File: config.mk
export PLATFORM = sky130hd
export DESIGN_NAME = fetch_seq_flat
export DESIGN_NICKNAME = d
export VERILOG_FILES = /design/src/rtl/fetch_seq_pkg.sv /design/src/rtl/fetch_seq_if.sv /design/src/rtl/fetch_seq_queue.sv /design/src/rtl/fetch_seq.sv /design/src/flat_wrapper.sv
export SDC_FILE = /design/constraint.sdc
export NUM_CORES = 1
export LEC_CHECK = 0
export CAP_MARGIN = 20
export CORE_AREA = 2 2 164 166
export CTS_BUF_LIST = sky130_fd_sc_hd__clkbuf_8
export DETAILED_ROUTE_END_ITERATION = 12
export DIE_AREA = 0 0 166 168
export PLACE_DENSITY_LB_ADDON = 0.1
export SKIP_CTS_REPAIR_TIMING = 1
export SYNTH_ARGS = -nofsm -noshare
export SYNTH_HDL_FRONTEND = slang
export SYNTH_SLANG_ARGS = --single-unit
export TNS_END_PERCENT = 20
File: constraint.sdc
create_clock -name clk -period 8.9 [get_ports clk]
set_input_delay 0.89 -clock clk [delete_from_list [all_inputs] [get_ports clk]]
set_output_delay 0.89 -clock clk [all_outputs]
set_load 0.03 [all_outputs]
File: src/rtl/fetch_seq_pkg.sv
// Shared types for the fetch sequencer: widths, FSM states and the queue entry.
package fetch_pkg;

  localparam int unsigned PC_W   = 30;
  localparam int unsigned INST_W = 32;

  localparam logic [PC_W-1:0] RESET_PC_DEFAULT = 30'h0;

  typedef enum logic [1:0] {
    IDLE    = 2'd0,
    REQ     = 2'd1,
    DISCARD = 2'd2
  } fetch_state_e;

  typedef struct packed {
    logic [PC_W-1:0]   pc;
    logic [INST_W-1:0] inst;
  } entry_t;

endpackage

File: src/rtl/fetch_seq_if.sv
// Fetch-side bundle: instruction-memory req/ack, decode valid/ready and redirect.
interface fetch_seq_if;
  import fetch_pkg::*;

  logic              imem_req;
  logic [PC_W-1:0]   imem_addr;
  logic              imem_ack;
  logic [INST_W-1:0] imem_rdata;
  logic              inst_valid;
  logic              inst_ready;
  logic [INST_W-1:0] inst;
  logic [PC_W-1:0]   inst_pc;
  logic              redir_valid;
  logic [PC_W-1:0]   redir_target;

  modport master (
    output imem_req, imem_addr, inst_valid, inst, inst_pc,
    input  imem_ack, imem_rdata, inst_ready, redir_valid, redir_target
  );

  modport slave (
    input  imem_req, imem_addr, inst_valid, inst, inst_pc,
    output imem_ack, imem_rdata, inst_ready, redir_valid, redir_target
  );

endinterface

File: src/rtl/fetch_seq_queue.sv
// Synchronous FIFO of fetched {pc, inst} entries; flush beats push and pop.
module fetch_queue
  import fetch_pkg::*;
#(
  parameter int unsigned DEPTH = 2
) (
  input  logic                   clk,
  input  logic                   rst,
  input  logic                   push,
  input  logic                   pop,
  input  logic                   flush,
  input  entry_t                 data,
  output logic                   full,
  output logic                   empty,
  output logic [$clog2(DEPTH):0] count,
  output entry_t                 head
);

  localparam int unsigned PTR_W = $clog2(DEPTH);
  localparam int unsigned CNT_W = PTR_W + 1;

  entry_t           mem [DEPTH];
  logic [PTR_W-1:0] rd_ptr;
  logic [PTR_W-1:0] wr_ptr;
  logic             do_push;
  logic             do_pop;

  assign full    = (count == CNT_W'(DEPTH));
  assign empty   = (count == '0);
  assign do_push = push & ~full;
  assign do_pop  = pop & ~empty;
  assign head    = mem[rd_ptr];

  // Pointers wrap naturally because DEPTH is a power of two.
  always_ff @(posedge clk or posedge rst) begin
    if (rst) begin
      rd_ptr <= '0;
      wr_ptr <= '0;
      count  <= '0;
      for (int i = 0; i < int'(DEPTH); i++) mem[i] <= '0;
    end else if (flush) begin
      rd_ptr <= '0;
      wr_ptr <= '0;
      count  <= '0;
    end else begin
      if (do_push) begin
        mem[wr_ptr] <= data;
        wr_ptr      <= wr_ptr + PTR_W'(1);
      end
      if (do_pop) rd_ptr <= rd_ptr + PTR_W'(1);
      count <= count + CNT_W'(do_push) - CNT_W'(do_pop);
    end
  end

endmodule

File: src/rtl/fetch_seq.sv
// Fetch sequencer: owns the PC, issues imem requests, queues words for decode, applies redirects.
// Optional FETCH_PERF_EN adds saturating fetch/stall/flush counters.
module fetch_seq
  import fetch_pkg::*;
#(
  parameter int unsigned     QDEPTH   = 2,
  parameter logic [PC_W-1:0] RESET_PC = RESET_PC_DEFAULT
) (
  input  logic        clk,
  input  logic        rst,
  fetch_seq_if.master bus
`ifdef FETCH_PERF_EN
  ,
  output logic [31:0] perf_fetch_cnt,
  output logic [31:0] perf_stall_cnt,
  output logic [31:0] perf_flush_cnt
`endif
);

  localparam int unsigned CNT_W = $clog2(QDEPTH) + 1;

  fetch_state_e     state;
  logic [PC_W-1:0]  pc;
  logic [PC_W-1:0]  pc_inc;
  logic [PC_W-1:0]  addr_q;
  logic             req_q;
  logic             push;
  logic             pop;
  logic             q_full;
  logic             q_empty;
  logic [CNT_W-1:0] q_count;
  logic [CNT_W-1:0] occ_after;
  entry_t           push_entry;
  entry_t           head;

  assign pc_inc     = pc + PC_W'(1);
  assign pop        = ~q_empty & bus.inst_ready;
  assign push       = (state == REQ) & bus.imem_ack & ~bus.redir_valid;
  assign occ_after  = q_count + CNT_W'(1) - CNT_W'(pop);
  assign push_entry = '{pc: pc, inst: bus.imem_rdata};

  assign bus.imem_req   = req_q;
  assign bus.imem_addr  = addr_q;
  assign bus.inst_valid = ~q_empty;
  assign bus.inst       = head.inst;
  assign bus.inst_pc    = head.pc;

  fetch_queue #(.DEPTH(QDEPTH)) u_queue (
    .clk   (clk),
    .rst   (rst),
    .push  (push),
    .pop   (pop),
    .flush (bus.redir_valid),
    .data  (push_entry),
    .full  (q_full),
    .empty (q_empty),
    .count (q_count),
    .head  (head)
  );

  // Request FSM; an issued request stays on the bus until acked, even across redirects.
  always_ff @(posedge clk or posedge rst) begin
    if (rst) begin
      state  <= IDLE;
      pc     <= RESET_PC;
      req_q  <= 1'b0;
      addr_q <= RESET_PC;
    end else begin
      unique case (state)
        IDLE: begin
          if (bus.redir_valid) begin
            pc     <= bus.redir_target;
            addr_q <= bus.redir_target;
            req_q  <= 1'b1;
            state  <= REQ;
          end else if (!q_full) begin
            addr_q <= pc;
            req_q  <= 1'b1;
            state  <= REQ;
          end
        end
        REQ: begin
          if (bus.redir_valid) begin
            pc <= bus.redir_target;
            if (bus.imem_ack) addr_q <= bus.redir_target;
            else              state  <= DISCARD;
          end else if (bus.imem_ack) begin
            pc <= pc_inc;
            if (occ_after < CNT_W'(QDEPTH)) begin
              addr_q <= pc_inc;
            end else begin
              req_q <= 1'b0;
              state <= IDLE;
            end
          end
        end
        DISCARD: begin
          if (bus.redir_valid) pc <= bus.redir_target;
          if (bus.imem_ack) begin
            addr_q <= bus.redir_valid ? bus.redir_target : pc;
            state  <= REQ;
          end
        end
        default: begin
          req_q <= 1'b0;
          state <= IDLE;
        end
      endcase
    end
  end

`ifdef FETCH_PERF_EN
  always_ff @(posedge clk or posedge rst) begin
    if (rst) begin
      perf_fetch_cnt <= '0;
      perf_stall_cnt <= '0;
      perf_flush_cnt <= '0;
    end else begin
      if (push && perf_fetch_cnt != '1) perf_fetch_cnt <= perf_fetch_cnt + 32'd1;
      if (req_q && !bus.imem_ack && perf_stall_cnt != '1) perf_stall_cnt <= perf_stall_cnt + 32'd1;
      if (bus.redir_valid && perf_flush_cnt != '1) perf_flush_cnt <= perf_flush_cnt + 32'd1;
    end
  end
`endif

endmodule

File: src/flat_wrapper.sv
// flat-port wrapper written by rule: the top's interface ports become plain ports
module fetch_seq_flat import fetch_pkg::*;
#(
  parameter int unsigned     QDEPTH   = 2,
  parameter logic [PC_W-1:0] RESET_PC = RESET_PC_DEFAULT
)
  (clk, rst, bus_imem_req, bus_imem_addr, bus_inst_valid, bus_inst, bus_inst_pc, bus_imem_ack, bus_imem_rdata, bus_inst_ready, bus_redir_valid, bus_redir_target);
  fetch_seq_if bus_i ();
  input  logic clk;
  input  logic rst;
  output wire logic [$bits(bus_i.imem_req)-1:0] bus_imem_req;
  output wire logic [$bits(bus_i.imem_addr)-1:0] bus_imem_addr;
  output wire logic [$bits(bus_i.inst_valid)-1:0] bus_inst_valid;
  output wire logic [$bits(bus_i.inst)-1:0] bus_inst;
  output wire logic [$bits(bus_i.inst_pc)-1:0] bus_inst_pc;
  input wire logic [$bits(bus_i.imem_ack)-1:0] bus_imem_ack;
  input wire logic [$bits(bus_i.imem_rdata)-1:0] bus_imem_rdata;
  input wire logic [$bits(bus_i.inst_ready)-1:0] bus_inst_ready;
  input wire logic [$bits(bus_i.redir_valid)-1:0] bus_redir_valid;
  input wire logic [$bits(bus_i.redir_target)-1:0] bus_redir_target;
  assign bus_imem_req = bus_i.imem_req;
  assign bus_imem_addr = bus_i.imem_addr;
  assign bus_inst_valid = bus_i.inst_valid;
  assign bus_inst = bus_i.inst;
  assign bus_inst_pc = bus_i.inst_pc;
  assign bus_i.imem_ack = bus_imem_ack;
  assign bus_i.imem_rdata = bus_imem_rdata;
  assign bus_i.inst_ready = bus_inst_ready;
  assign bus_i.redir_valid = bus_redir_valid;
  assign bus_i.redir_target = bus_redir_target;
  fetch_seq #(.QDEPTH(QDEPTH), .RESET_PC(RESET_PC)) u_core (.clk(clk), .rst(rst), .bus(bus_i));
endmodule
**Yosys cells after proc, flatten, opt, wreduce, memory -nomap -nowiden**

Cells that the tools add are included.

- Flip-flop bits (word level): 191
- Input port bits: 67
- Output and inout port bits: 94
- Word-level logic and storage cells: 95

- Add/sub/neg operators: 7
- Magnitude comparators: 4
- Equality and inequality tests: 12
- Muxes and demuxes: 37
- Bitwise operators: 11
- Reduce and logical (&&, ||, !) cells: 13

Operators by type and width:

| cell | number |
|---|---|
| two-way mux 30 bit | 10 |
| two-way mux 62 bit | 4 |
| bitwise mux 124 bit | 1 |
| one-hot mux 30 bit (3 select lines) | 1 |
| demux 62 bit (select 1 bit) | 1 |
| one-hot mux 30 bit (2 select lines) | 1 |
| adder 30 x 1 -> 30 bit (second input constant) | 1 |
| two-way mux 2 bit | 8 |
| inequality test 3 bit (second input constant) | 5 |
| AND reduction 5 bit | 3 |
| two-way mux 1 bit | 9 |
| inequality test 2 bit (second input constant) | 4 |
| one-hot mux 2 bit (3 select lines) | 1 |
| nonzero test 2 bit | 3 |
| AND 1 bit | 5 |
| equality test 2 bit (second input constant) | 2 |
| greater-or-equal comparator 2 bit (second input constant) | 2 |
| zero test 2 bit | 2 |
| inverter 1 bit | 4 |
| inverter 1 -> 2 bit | 2 |
| AND reduction 2 bit | 2 |
| subtractor 2 x 1 -> 2 bit | 2 |
| one-hot mux 1 bit (3 select lines) | 1 |
| nonzero test 3 bit | 1 |
| 8 further kinds | 9 |

**Longest topological paths before layout**

- Depth in word-level cells: 9
- Mapped depth: 10
- Mapped depth without buffers: 9

**Hierarchy**

A second synthesis with hierarchy kept.

- Cell total of the unflattened synthesis: 905
- Area, all modules: 10,108.4 µm²

By module, submodules not included:

| module | times used | cells each | area an instance (µm²) | seq. area each (µm²) |
|---|---|---|---|---|
| fetch_queue | 1 | 355 | 5,571.6 | 3,203.1 |
| fetch_seq | 1 | 550 | 4,536.9 | 1,576.5 |

**Worst setup path after synthesis**

No wires, ideal clock.

- Kind: in2reg
- Start: input bus_redir_valid
- End: register u_core.u_queue.mem[67] in the netlist's numbering
- Library setup time: 125 ps
- Arrival: 2,386 ps
- Required time: 8,775 ps
- Path slack: 6,389 ps
- Stages: 8
- Path buffers: 2
- Cells stage by stage: buf_2 > o21ba_2 > nand2_1 > nor2_1 > nand2_1 > nor2_2 > buf_4 > mux2_2

- Word-level cells in the longest chain between the ends: 4

Ends and longest elaborated chain:

| what | line | RTL |
|---|---|---|
| from (decl) | flat_wrapper.sv:19 | `input wire logic [$bits(bus_i.redir_valid)-1:0] bus_redir_valid;` |
| inverter 1 bit (no source line) (*) | -- |  |
| AND 1 bit | fetch_seq.sv:38 | `assign push = (state == REQ) & bus.imem_ack & ~bus.redir_valid;` |
| AND 1 bit | fetch_seq_queue.sv:30 | `assign do_push = push & ~full;` |
| AND reduction 2 bit (no source line) (*) | -- |  |
| to (signal, indexed assignment) | fetch_seq_queue.sv:47 | `mem[wr_ptr] <= data;` |
| to (decl) | fetch_seq_queue.sv:22 | `entry_t mem [DEPTH];` |

Mark *: on every way between the ends. The rest lies on a longest branch, timed or not.
A chain may end at the register's enable or synchronous reset.

**Worst setup path in the final report**

- Start: input bus_imem_ack
- End: register u_core.u_queue.mem[83] in the netlist's numbering

- Word-level cells in the longest chain between the ends: 4

Ends and longest elaborated chain:

| what | line | RTL |
|---|---|---|
| from (decl) | flat_wrapper.sv:16 | `input wire logic [$bits(bus_i.imem_ack)-1:0] bus_imem_ack;` |
| AND 1 bit (2 in series) | fetch_seq.sv:38 |  |
| AND 1 bit | fetch_seq_queue.sv:30 |  |
| AND reduction 2 bit (no source line) | -- |  |

Every way passes these cells.

==> qor.csv <==
metric,value,unit
global-route wire length before repair,41800,um
YS warnings,0,
"FF+latch count, synth",191,
clock share of power,13.0,%
P_int,2.60,mW
status,"finished, final reports clean",
share of cells above drive strength 1,23.3,%
Slew Limit Fails,0,
CP arrival,4.11,ns
Final Core Density,45.2,%
post-route ant nets,0,
relative slew slack,38.4,%
area of the mapped netlist,9740,um2
Simple-Gate Fraction of Synth Area,11.3,%
wire per inst,19.1,um
Setup WS pre-CTS,4.68,ns
Setup Viol. Count Final,0,
largest family of logic cells by synthesized area,multiplexers,
max_cap viols,0,
CORE AREA,26400,um2
post-synthesis adder-cell area fraction,0.386,%
Final Cycle Share,42.2,%
Clock transition at path regs,0.10,ns
crit path kind,input pin to register,
sequential power share,35.5,%
GRT overflow,0,
DRC viols,0,
Layout Skew,0.0239,ns
Initial Util,37.0,%
Worst Setup Start Kind,input pin,
min Tclk post-route,3.76,ns
largest net degree at the start of global routing,125,
Total GRT Usage,18.8,%
1st-pass router iterations,7,
Cell Rows,60,
crit-path cells,"clkdlybuf4s50_1, o21ba_2, nand2_1, nor2_1, nand2_1, nor2_4, buf_4, mux2_2",
First DRT Iteration DRCs,530,
RSZ-0062 raised after global routing,no,
most frequent cells in the layout,"dfrtp_1, mux2_2, clkdlybuf4s50_1, nand2_1, o21ai_0",
number of global-route vias before repair,7197,
WP data required,9.25,ns
Layout fillers,2500,
Synth async-reset ratio,100,%
Synth Area in Compound Gates,10.7,%
pwr dens,379,nW/um2
Avg Vias per Cell,5.32,
cell mode on critical path,nand2_1,
crit path max fanout,62,
setup tns final,0,ns
port buffer count,160,
Yosys cell types,64,
CTS sink count,191,
Main synth FF type,dfrtp_1,
Die X-Extent,166,um
CTS tree,built,
Synth Area in XOR/XNOR,2.52,%
root buffer cell,clkbuf_8,
Die Y,168,um
min-delay worst type,register to register,
GPL Wtd Cong,0.827,
Crit. End Element,register,
H-tree Lvls,4,
initial antenna violation count,1,
mux cell area share after synthesis,22.0,%
Mapped Cells,895,
"Clk Latency, worst-skew pair",0.48,ns
"commonest non-fill, non-tap cell in the layout",dfrtp_1,
DP Wirelength,17100,um
Max VDD drop,0.181,mV
syn_area_per_cell,10.9,um2
nets@finish,1078,
worst setup margin,5.14,ns
max incr delay on CP,0.67,ns
final WL,26100,um
area grow syn2layout,22.3,%
I/O pin total,161,
Final Instance Area,11900,um2
cell with the largest stage delay on the worst path,buf_4,
via count,7245,
switch share,42.4,%
Final Hold Viols,0,
clk buf depth,2,
sequential share of the synthesized area,49.1,%
"EDFF count, synth",0,
Net Sw Power,1.92,mW
die area,27900,um2
Leakage,4.78,nW
Least-Margin Pin Slew,0.918,ns
dpl cell area,11500,um2
Logic pwr share,51.6,%
CTS buffer count,17,
syn nets,965,
# diodes,0,
Max Fclk,266,MHz
## worst max-delay path, delay by kind of cell
family / cells / cell delay, ns
buffers and inverters: 2 / 1.33
and+or+nand+nor: 4 / 0.84
AOI/OAI and AO/OA: 1 / 0.56
muxes: 1 / 0.42
## registers in the layout, indices dropped and copies added (netlist names)
| name | flops |
|---|---|
| u_core.pc | 30 |
| u_core.u_queue.rd_ptr | 1 |
| u_core.u_queue.wr_ptr | 1 |
| u_core.bus.imem_req | 1 |
| u_core.u_queue.mem | 124 |
| u_core.u_queue.count | 2 |
| u_core.bus.imem_addr | 30 |
| u_core.state | 2 |
## cell usage after synthesis (9+ instances only)
cell / count / area, um2
nor2_1: 58 / 218
xor2_1: 13 / 114
o22ai_1: 11 / 68.8
nor3_1: 18 / 90.1
buf_4: 9 / 67.6
dfrtp_1: 191 / 4780
xnor2_1: 15 / 131
nand2_1: 80 / 300
and3_1: 11 / 68.8
nand3_1: 23 / 115
mux2_2: 179 / 2020
clkbuf_1: 37 / 139
o21ai_0: 65 / 325
a21oi_1: 32 / 160
buf_2: 24 / 120
## per-layer routing
| layer | share of wire, % | track usage (%) | routed length [um] | up-vias |
|---|---|---|---|---|
| li1 | - | - | - | 3435 |
| met1 | 50 | 27.7 | 13000 | 3572 |
| met2 | 44 | 28.7 | 11600 | 213 |
| met3 | 4.4 | 3.20 | 1150 | 23 |
| met4 | 1.2 | 5.07 | 319 | 2 |
| met5 | 0.061 | 0 | 16 | - |
## final cells by class
cell class / count / area, um2 / area share (%)
flip-flops and latches: 191 / 4780 / 40.1
multi-input cells: 620 / 4590 / 38.5
repair buffers: 171 / 1680 / 14.1
well taps: 341 / 427 / 3.58
clock buffers: 17 / 234 / 1.96
clock inverters: 15 / 168 / 1.41
inverters: 7 / 33.8 / 0.284
## metrics by stage
| stage | std cells | hold WS, ns | power (mW) |
|---|---|---|---|
| 6_report | 1362 | 0.485 | 4.52 |
| 3_3_place_gp | 1330 | 0.454 | 3.94 |
| 2_1_floorplan | 895 | 0.444 | 3.13 |
| 3_5_place_dp | 1330 | 0.466 | 3.96 |
| 5_1_grt | 1362 | 0.511 | 4.81 |
| 4_1_cts | 1362 | 0.492 | 4.57 |
## power by group through the flow
stage,combinational (mW),sequential [mW],clock [mW]
CTS,2.35,1.60,0.610
global route,2.50,1.67,0.646
global placement,2.33,1.61,0
floorplan,1.53,1.60,0
detailed placement,2.34,1.62,0
finish,2.33,1.60,0.587
## path summary, 6_finish.rpt
kind,from,to,slack (ns),depth (start not counted)
min reg2reg,u_core.bus.imem_addr[24]$_DFFE_PP0P_,u_core.bus.imem_addr[24]$_DFFE_PP0P_,0.49,2
min in group asynchronous,rst,u_core.u_queue.mem[73]$_DFFE_PP0P_,0.99,2
max in group asynchronous,rst,u_core.bus.imem_addr[25]$_DFFE_PP0P_,6.38,3
max,bus_imem_ack,u_core.u_queue.mem[83]$_DFFE_PP0P_,5.14,8
min,u_core.bus.imem_addr[24]$_DFFE_PP0P_,u_core.bus.imem_addr[24]$_DFFE_PP0P_,0.49,2
max reg2reg,u_core.state[1]$_DFFE_PP0P_,u_core.u_queue.mem[83]$_DFFE_PP0P_,5.54,7
## cell families after synthesis
logic type               after synthesis
adder cells (fa/ha/maj)                3
buffers and inverters                 84
XOR/XNOR                              28
AND/OR/NAND/NOR                      232
flip-flops                           191
AO/OA/AOI/OAI                        166
multiplexers                         191
Note: power is estimated with default switching activity, not from simulation.
